## src/rtl/npu_img_row_loader.sv

```systemverilog
// AHB-Lite master: buffers a byte pixel stream in a small FIFO, writes each row into the
// NPU RGB input memory, commits rows, then polls NPU status and presents the predicted class.
module npu_img_row_loader #(
    parameter logic [31:0] MEM_BASE       = 32'h0000_0000,
    parameter logic [31:0] WRITE_ROW_ADDR = 32'h0000_2000,
    parameter logic [31:0] THRSHLD_ADDR   = 32'h0000_2004,
    parameter logic [31:0] STATUS_ADDR    = 32'h0000_2008,
    parameter int          ROW_BYTES      = 64,
    parameter int          NUM_ROWS       = 64,
    parameter logic [5:0]  THRSHLD        = 6'd4,
    parameter int          POLL_GAP       = 8,
    parameter int          FIFO_DEPTH     = 16
) (
    input  logic        clk,
    input  logic        rst,
    input  logic        pix_valid_i,
    output logic        pix_ready_o,
    input  logic [7:0]  pix_data_i,
    input  logic        pix_sof_i,
    input  logic        clr_err_i,
    output logic        busy_o,
    output logic        result_valid_o,
    output logic [4:0]  class_o,
    output logic        err_o,
    output logic [31:0] ahb_m_haddr_o,
    output logic        ahb_m_hwrite_o,
    output logic [2:0]  ahb_m_hsize_o,
    output logic [2:0]  ahb_m_hburst_o,
    output logic [1:0]  ahb_m_htrans_o,
    output logic [31:0] ahb_m_hwdata_o,
    input  logic        ahb_m_hready_i,
    input  logic        ahb_m_hresp_i,
    input  logic [31:0] ahb_m_hrdata_i
);
    localparam int          AW       = $clog2(FIFO_DEPTH);
    localparam logic [15:0] LAST_COL = 16'(ROW_BYTES - 1);
    localparam logic [15:0] LAST_ROW = 16'(NUM_ROWS - 1);
    localparam logic [15:0] GAP_LAST = 16'(POLL_GAP - 1);
    localparam logic [1:0]  NONSEQ   = 2'b10;
    localparam logic [2:0]  SZ_WORD  = 3'b010;

    typedef enum logic [3:0] {
        IDLE, CFG_A, CFG_D, PIX_A, PIX_D, ROW_A, ROW_D, POLL_WAIT, POLL_A, POLL_D, DONE
    } state_t;

    state_t      state, state_nxt;
    logic [15:0] row, row_nxt, col, col_nxt, cnt, cnt_nxt;
    logic        set_err, latch_class, latch_pix;
    logic [7:0]  pix_byte;
    logic        unused_rdata;

    // Pixel FIFO: entries are {sof, data}; pointers carry one wrap bit.
    logic [8:0]  fifo_mem [FIFO_DEPTH];
    logic [AW:0] wr_ptr, rd_ptr;
    logic        full, empty, push, pop;
    logic [8:0]  head;

    assign empty       = (wr_ptr == rd_ptr);
    assign full        = (wr_ptr[AW] != rd_ptr[AW]) && (wr_ptr[AW-1:0] == rd_ptr[AW-1:0]);
    assign pix_ready_o = !full && !rst;
    assign push        = pix_valid_i && pix_ready_o;
    assign head        = fifo_mem[rd_ptr[AW-1:0]];

    always_ff @(posedge clk or posedge rst) begin
        if (rst) begin
            wr_ptr <= '0;
            rd_ptr <= '0;
        end else begin
            if (push) wr_ptr <= wr_ptr + 1'b1;
            if (pop)  rd_ptr <= rd_ptr + 1'b1;
        end
    end

    always_ff @(posedge clk) begin
        if (push)      fifo_mem[wr_ptr[AW-1:0]] <= {pix_sof_i, pix_data_i};
        if (latch_pix) pix_byte <= head[7:0];
    end

    assign busy_o         = (state != IDLE);
    assign ahb_m_hburst_o = 3'b000;
    assign unused_rdata   = ^{ahb_m_hrdata_i[31:9], ahb_m_hrdata_i[3:1]};

    always_comb begin
        state_nxt      = state;
        row_nxt        = row;
        col_nxt        = col;
        cnt_nxt        = cnt;
        pop            = 1'b0;
        set_err        = 1'b0;
        latch_class    = 1'b0;
        latch_pix      = 1'b0;
        result_valid_o = 1'b0;
        ahb_m_htrans_o = 2'b00;
        ahb_m_haddr_o  = 32'h0;
        ahb_m_hwrite_o = 1'b0;
        ahb_m_hsize_o  = 3'b000;
        ahb_m_hwdata_o = 32'h0;
        case (state)
            IDLE: begin
                // Only a start-of-frame pixel opens a frame; anything else is an orphan.
                if (!empty) begin
                    if (head[8]) begin
                        state_nxt = CFG_A;
                        row_nxt   = '0;
                        col_nxt   = '0;
                    end else begin
                        pop = 1'b1;
                    end
                end
            end
            CFG_A: begin
                ahb_m_htrans_o = NONSEQ;
                ahb_m_haddr_o  = THRSHLD_ADDR;
                ahb_m_hwrite_o = 1'b1;
                ahb_m_hsize_o  = SZ_WORD;
                state_nxt      = CFG_D;
            end
            CFG_D: begin
                ahb_m_hwdata_o = {26'd0, THRSHLD};
                if (ahb_m_hresp_i) begin
                    set_err   = 1'b1;
                    state_nxt = IDLE;
                end else if (ahb_m_hready_i) begin
                    state_nxt = PIX_A;
                end
            end
            PIX_A: begin
                if (!empty) begin
                    pop            = 1'b1;
                    latch_pix      = 1'b1;
                    ahb_m_htrans_o = NONSEQ;
                    ahb_m_hwrite_o = 1'b1;
                    state_nxt      = PIX_D;
                    // A sof restarts the frame at pixel 0; mid-frame it is also an error.
                    if (head[8]) begin
                        ahb_m_haddr_o = MEM_BASE;
                        row_nxt       = '0;
                        col_nxt       = '0;
                        set_err       = (row != '0) || (col != '0);
                    end else begin
                        ahb_m_haddr_o = MEM_BASE + 32'(row) * 32'(ROW_BYTES) + 32'(col);
                    end
                end
            end
            PIX_D: begin
                ahb_m_hwdata_o = {4{pix_byte}};
                if (ahb_m_hresp_i) begin
                    set_err   = 1'b1;
                    state_nxt = IDLE;
                end else if (ahb_m_hready_i) begin
                    if (col == LAST_COL) begin
                        col_nxt   = '0;
                        state_nxt = ROW_A;
                    end else begin
                        col_nxt   = col + 16'd1;
                        state_nxt = PIX_A;
                    end
                end
            end
            ROW_A: begin
                ahb_m_htrans_o = NONSEQ;
                ahb_m_haddr_o  = WRITE_ROW_ADDR;
                ahb_m_hwrite_o = 1'b1;
                ahb_m_hsize_o  = SZ_WORD;
                state_nxt      = ROW_D;
            end
            ROW_D: begin
                ahb_m_hwdata_o = 32'h1;
                if (ahb_m_hresp_i) begin
                    set_err   = 1'b1;
                    state_nxt = IDLE;
                end else if (ahb_m_hready_i) begin
                    row_nxt   = row + 16'd1;
                    state_nxt = (row == LAST_ROW) ? POLL_A : PIX_A;
                end
            end
            POLL_A: begin
                ahb_m_htrans_o = NONSEQ;
                ahb_m_haddr_o  = STATUS_ADDR;
                ahb_m_hsize_o  = SZ_WORD;
                state_nxt      = POLL_D;
            end
            POLL_D: begin
                if (ahb_m_hresp_i) begin
                    set_err   = 1'b1;
                    state_nxt = IDLE;
                end else if (ahb_m_hready_i) begin
                    if (ahb_m_hrdata_i[0]) begin
                        latch_class = 1'b1;
                        state_nxt   = DONE;
                    end else begin
                        cnt_nxt   = '0;
                        state_nxt = POLL_WAIT;
                    end
                end
            end
            POLL_WAIT: begin
                if (cnt == GAP_LAST) state_nxt = POLL_A;
                else                 cnt_nxt   = cnt + 16'd1;
            end
            DONE: begin
                result_valid_o = 1'b1;
                state_nxt      = IDLE;
            end
            default: state_nxt = IDLE;
        endcase
    end

    always_ff @(posedge clk or posedge rst) begin
        if (rst) begin
            state   <= IDLE;
            row     <= '0;
            col     <= '0;
            cnt     <= '0;
            class_o <= '0;
            err_o   <= 1'b0;
        end else begin
            state <= state_nxt;
            row   <= row_nxt;
            col   <= col_nxt;
            cnt   <= cnt_nxt;
            if (latch_class) class_o <= ahb_m_hrdata_i[8:4];
            // A new error event outranks a simultaneous clear request.
            if (set_err)        err_o <= 1'b1;
            else if (clr_err_i) err_o <= 1'b0;
        end
    end
endmodule
```

## config.mk

```make
export PLATFORM = sky130hd
export DESIGN_NAME = npu_img_row_loader
export DESIGN_NICKNAME = d
export VERILOG_FILES = /design/src/rtl/npu_img_row_loader.sv
export SDC_FILE = /design/constraint.sdc
export NUM_CORES = 1
export LEC_CHECK = 0
export BUFFER_PORTS_ARGS = -buffer_cell sky130_fd_sc_hd__buf_4
export CAP_MARGIN = 5
export CORE_UTILIZATION = 53
export CTS_BUF_LIST = sky130_fd_sc_hd__clkbuf_2 sky130_fd_sc_hd__clkbuf_4 sky130_fd_sc_hd__clkbuf_8
export DETAILED_ROUTE_END_ITERATION = 12
export PLACE_DENSITY = 0.77
export SYNTH_ARGS = -nofsm -noshare
export SYNTH_HDL_FRONTEND = slang
export SYNTH_SLANG_ARGS = --single-unit
```

## constraint.sdc

```tcl
create_clock -name clk -period 2.4 [get_ports clk]
set_clock_uncertainty 0.1 [all_clocks]
set_input_delay 0.24 -clock clk [delete_from_list [all_inputs] [get_ports clk]]
set_output_delay 0.24 -clock clk [all_outputs]
set_load 0.05 [all_outputs]
```

==> results of run 1 <==
-- worst max-delay path, stage by stage, from the launching register on --
cell and delay (ps):
dfrtp_2 470, mux4_2 550, mux2_4 300, mux2_4 290, nor3_4 170, buf_6 140
nor4bb_4 190, buf_6 190
-- metrics by stage --
| step | hold WS [ps] | cells |
|---|---|---|
| after floorplan | 239 | 837 |
| after global placement | 371 | 1228 |
| after detailed placement | 377 | 1228 |
| after CTS | 26.5 | 1319 |
| after global routing | -6.28 | 1339 |
| final | -13.4 | 1340 |
-- synthesized netlist by cell type, types with 9 or more instances --
cell      count
buf_4        41
mux2_2        9
o21ai_0      53
nor3_1       18
o31ai_1      20
edfxtp_1    152
and2_1        9
nand4_1      12
nor4_1       13
a21oi_1      18
nor2_1       63
nand2_1      39
xor2_1       10
nand3_1      27
ha_1         20
nand2b_1     15
or3_1        11
clkbuf_1     24
inv_1        22
a31oi_1       9
xnor2_1      20
dfrtp_1      68
and3_1       17
mux4_2       43
-- kinds of logic (layout without fill, tap and decap cells) --
| group | after synthesis | in the layout |
|---|---|---|
| DFF | 220 | 220 |
| and+or+nand+nor | 257 | 259 |
| buffers and inverters | 98 | 333 |
| xor gates and xnor gates | 30 | 30 |
| adders and majority gates | 21 | 21 |
| other | 1 | 16 |
| muxes | 61 | 61 |
| AOI/OAI and AO/OA | 135 | 135 |
-- per-layer routing --
metal / GRT usage [%] / vias up
met5: 0 / -
met4: 11.1 / 0
met3: 4.93 / 88
met2: 44.3 / 469
met1: 35.2 / 4072
li1: - / 3541
-- path summary, 6_finish.rpt --
check                           cells after the start             startpoint  slack, ps                    end
worst min-delay path                                3                    rst        -10     col[3]$_DFFE_PP0P_
min in group clk                                    3            pix_valid_i        -10  wr_ptr[0]$_DFFE_PP0P_
worst min register to register                      1  wr_ptr[4]$_DFFE_PP0P_        390  wr_ptr[4]$_DFFE_PP0P_
max in group asynchronous                           3                    rst       1550  rd_ptr[0]$_DFFE_PP0P_
worst max register to register                      9  rd_ptr[0]$_DFFE_PP0P_       -400    col[15]$_DFFE_PP0P_
worst max-delay path                                7  rd_ptr[0]$_DFFE_PP0P_       -780      ahb_m_haddr_o[22]
-- registers in the layout (all words and copies together) (netlist names) --
name / cells
class_o: 5
cnt: 16
col: 16
err_o: 1
fifo_mem: 144
pix_byte: 8
rd_ptr: 5
row: 16
state: 4
wr_ptr: 5
-- timing repair --
| item | CTS | global route |
|---|---|---|
| endpoints found under the hold margin | 150 | 0 |
| hold buffers | 16 | 0 |
| setup endpoints to repair | 100 | 254 |
| resized for setup | 106 | 48 |
| gates cloned | 3 | 3 |
| pin swaps | 25 | 20 |
| buffers inserted | 8 | 17 |
-- layout make-up --
cell class	count	area share [%]
Antenna cell	1	0.0171
Timing Repair Buffer	246	16.1
Tap cell	265	2.27
Clock inverter	18	1.38
Multi-Input combinational cell	521	32.8
Sequential cell	220	42.8
Inverter	22	0.607
Clock buffer	47	4.04
-- report_power, final --
part / total [uW] / internal [uW] / switching (uW)
combinational: 7430 / 3230 / 4200
sequential: 4840 / 4530 / 306
clock: 3620 / 2070 / 1550
==> flow_summary.toml, run 1 <==
[logic_synthesis]
yosys.area.top_type_share_pct = 42.4
synth_async_sr_flop_share_pct = 30.9
synth_adder_area_share_pct = 2.51
yosysSeqAreaShare_pct = 58.2
synth_edf_count = 152
synth-compound-area-share_pct = 8.05
yosysWarnings = 0
synthCells = 823
synthSimpleGateAreaFrac_pct = 12.8
synth-main-ff-cell = "edfxtp_1"
synth_top_area_cell = "edfxtp_1"
avgSynthCellArea_um2 = 13.1
synth_top_cells_by_area = "edfxtp_1 (42%), dfrtp_1 (16%), mux4_2 (9.0%), buf_4 (2.9%), o21ai_0 (2.5%)"
synthMuxAreaShare_pct = 11.0
synth-seq-cells = 220
synth_area_um2 = 10800
synth_xor_area_share_pct = 2.44
synth_cell_types = 66
synth_top_family_by_area = "simple AND/OR/NAND/NOR gates"

[die]
core.rowCount = 51
ioPinCount = 129
die_area_um2 = 20900
die_h_um = 145
initial_utilization_pct = 54.6
core_area_um2 = 19700
die_width_um = 145

[placement]
place_congestion = 0.911
dpl_worst_slack_ps = -278
dp_hpwl_um = 17800
place_area_um2 = 12800
numPortBuffers = 87

[drt]
drt_pass1_iterations = 5
drt-initial-drc-count = 782
vias_per_cell = 6.10
num_vias = 8170
wl_um = 30000
wl_met3_um = 2240
postRouteAntennaNets = 0
met2_length_um = 15400
wl_per_cell_um = 22.4
highest_layer = "met4"
met1_length_um = 11400
drc = 0

[hold_path]
hp-class = "in2async"

[job]
maxCapViolCount = 0

[sta]
fin_ws_ps = -782
finalSetupTns_ps = -56130
slew_violations = 0
tightest_slew_ps = 913
holdWs_ps = -13.4
fin_crit_sh_pct = 133
hold_viol_final = 4
slew_headroom_pct = 39.1
rsz0062_at_grt = "true"
timing.final.crit_period_ps = 3180
setup_violations = 221
fmax_mhz = 314

[finish]
final_cell_mix = "buf_4 (163), edfxtp_1 (152), dfrtp_1 (67)"
multi_input_area_um2 = 4800
drive_above_1_share_pct = 42.6
layout_commonest_cell = "buf_4"
final_cell_area_um2 = 14600
utilization_pct = 74.2
fillCellCount = 1135
area_growth_pct = 35.9
seq_area_um2 = 6270
final_nets = 1115

[clock_tree]
clock_sinks = 220
cts_buffers = 36
cts_tree = "built"
cts_root_buffer = "clkbuf_8"
h-tree-depth = 2
cts_buffer_depth = 3
cts.reportedPaths.clkPinSlew_ps = 70
clock_latency_ps = 550

[grt]
grt_max_degree = 69
antenna_found_initial = 1
grt-ovfl-total = 0
grt_pass1_vias = 7726
grt_pass1_wl_um = 41800
grt_use_total_pct = 26.9

[pwr]
leakage_uw = 0.00568
p_per_area_nw_per_um2 = 1090
ir_drop_v = 0.000664
p_total_uw = 15900

[worst_setup_path]
crit_path_end_kind = "primary output"
start_kind = "register"
required_ps = 2060
crit_type = "reg2out"
crit_fanout = 5
critPathArrivalTime_ps = 2840

[outcome]
violations = "negative hold slack, negative setup slack"
outcome = "finished with violations"
(Power assumes the default switching activity.)
==> run 2: changes to the inputs <==
- CTS_CLUSTER_SIZE: not set -> 10
- HOLD_SLACK_MARGIN: not set -> 0.12
==> run 2 against run 1 <==
The run ends with negative setup slack left. Flip-flop and latch count is the same. First-iteration DRC count shrank 0.38%. Global-route usage increased by 0.12 points. Utilization increased by 1.2 points. Combinational power increased by 4.4%. Clock power barely moved. Via count is 1.3% higher. Non-clock buffer count increased by 15.
==> flow_summary.toml, run 2 (same netlist as run 1, synthesis figures left out) <==
[placement]
place_congestion = 0.911
dp_hpwl_um = 17800
numPortBuffers = 87

[die]
initial_utilization_pct = 54.6
ioPinCount = 129
die_area_um2 = 20900
die_width_um = 145
die_h_um = 145
core_area_um2 = 19700
core.rowCount = 51

[worst_setup_path]
start_kind = "register"
worstPathCellList = "mux4_2, mux2_4, buf_4, mux2i_1, buf_4, nand2_8, buf_12, nor3_4, buf_6"
cp_common_cell = "buf_4"
r2r_cells = 11
cp.depth = 9
slowest_delay_ps = 570
r2r_setup_slack_ps = -640
rr_endpoint = "col[14]$_DFFE_PP0P_"
r2r-start = "rd_ptr[0]$_DFFE_PP0P_"
critPathArrivalTime_ps = 2900
crit_path_end_kind = "primary output"
cpMaxStageDelayCell = "mux4_2"
cp_top_family = "multiplexers"
crit_type = "reg2out"
required_ps = 2060
crit_fanout = 5
cp.buffers_inverters = 4

[grt]
grt_max_degree = 69
grt_pass1_vias = 7754
grt_use_total_pct = 27.0
antenna_found_initial = 1
grt_pass1_wl_um = 42000
grt-ovfl-total = 0

[finish]
layout_commonest_cell = "buf_4"
final_cell_mix = "buf_4 (166), edfxtp_1 (152), dfrtp_1 (65)"
largest_register_ffs = 144
final_nets = 1130
drive_above_1_share_pct = 43.6
area_growth_pct = 38.2

[sta]
hold_viol_final = 0
fmax_mhz = 309
rsz0062_at_grt = "true"
fin_crit_sh_pct = 135
fin_ws_ps = -840
slew_violations = 0
holdWs_ps = 387
slew_headroom_pct = 38.8
setup_violations = 220
timing.final.crit_period_ps = 3240
tightest_slew_ps = 917
finalSetupTns_ps = -66550

[clock_tree]
cts.reportedPaths.clkPinSlew_ps = 70
clock_latency_ps = 550
clock_sinks = 220
cts_buffers = 36
cts_buffer_depth = 3
h-tree-depth = 2
cts_root_buffer = "clkbuf_8"
cts_tree = "built"

[job]
maxCapViolCount = 0

[hold_path]
hp-class = "reg2reg"
hold_path_end = "wr_ptr[4]$_DFFE_PP0P_"
hold_path.startpoint = "wr_ptr[4]$_DFFE_PP0P_"
hold_depth = 1

[drt]
drc = 0
drt-initial-drc-count = 779
wl_per_cell_um = 22.6
wl_um = 30600
vias_per_cell = 6.11
postRouteAntennaNets = 0
num_vias = 8275
drt_pass1_iterations = 5

[pwr]
p_per_area_nw_per_um2 = 1090
ir_drop_v = 0.000692
leakage_uw = 0.00577
p_total_uw = 16200

[outcome]
outcome = "finished with violations"
violations = "negative setup slack"
run 2: cell types whose count changed in the layout (fill, tap and decap cells not counted), sizes merged:
| cell | delta |
|---|---|
| buf | +8 |
| clkbuf | +2 |
| dlygate4sd3 | +5 |
run 2: repair_timing:
| item | CTS | global route |
|---|---|---|
| hold buffers | 20 | 1 |
| hold endpoints to repair | 227 | 2 |
| gates cloned | 3 | 6 |
| setup buffers | 8 | 27 |
| pin swaps | 25 | 30 |
| resized for setup | 106 | 65 |
| endpoints found under the setup margin | 100 | 252 |
run 2: where the power goes:
part / total [uW] / internal [uW] / switching [uW]
Sequential: 4840 / 4530 / 309
Combinational: 7760 / 3430 / 4330
Clock: 3640 / 2070 / 1560
run 2: worst max-delay path by stage:
stage / from / endpoint / slack, ps
2_1_floorplan: rd_ptr[0]$_DFFE_PP0P_ / ahb_m_haddr_o[22] / -420
3_3_place_gp: rd_ptr[0]$_DFFE_PP0P_ / col[2]$_DFFE_PP0P_ / -260
3_5_place_dp: rd_ptr[0]$_DFFE_PP0P_ / col[14]$_DFFE_PP0P_ / -280
4_1_cts: rd_ptr[0]$_DFFE_PP0P_ / ahb_m_haddr_o[22] / -760
5_1_grt: rd_ptr[0]$_DFFE_PP0P_ / ahb_m_haddr_o[8] / -940
6_report: rd_ptr[0]$_DFFE_PP0P_ / ahb_m_haddr_o[8] / -840
run 2: layer usage:
layer | GRT usage [%] | vias to the layer above | wire length [um] | share of wire, %
met1 | 35.6 | 4089 | 11500 | 37
li1 | - | 3575 | - | -
met3 | 4.50 | 108 | 2350 | 7.7
met2 | 44.5 | 503 | 15600 | 51
met5 | 0 | - | 0 | 0
met4 | 11.5 | 0 | 1140 | 3.7
run 2: stage by stage:
stage / cells / area, um2 / worst slack, ps / util, %
detailed placement: 1228 / 12800 / -278 / 64.7
finish: 1355 / 14900 / -840 / 75.5
global route: 1354 / 14900 / -941 / 75.5
CTS: 1323 / 14200 / -765 / 71.8
global placement: 1228 / 12800 / -259 / 64.7
floorplan: 837 / 11300 / -424 / -
run 2: final cells by class:
class	count	area [um2]
sequential	220	6270
fill	1112	4840
inverter	22	88.8
antenna	1	2.50
tap	265	332
clock inverter	18	201
clock buffer	47	591
timing repair buffer	261	2550
multi-input combinational	521	4850
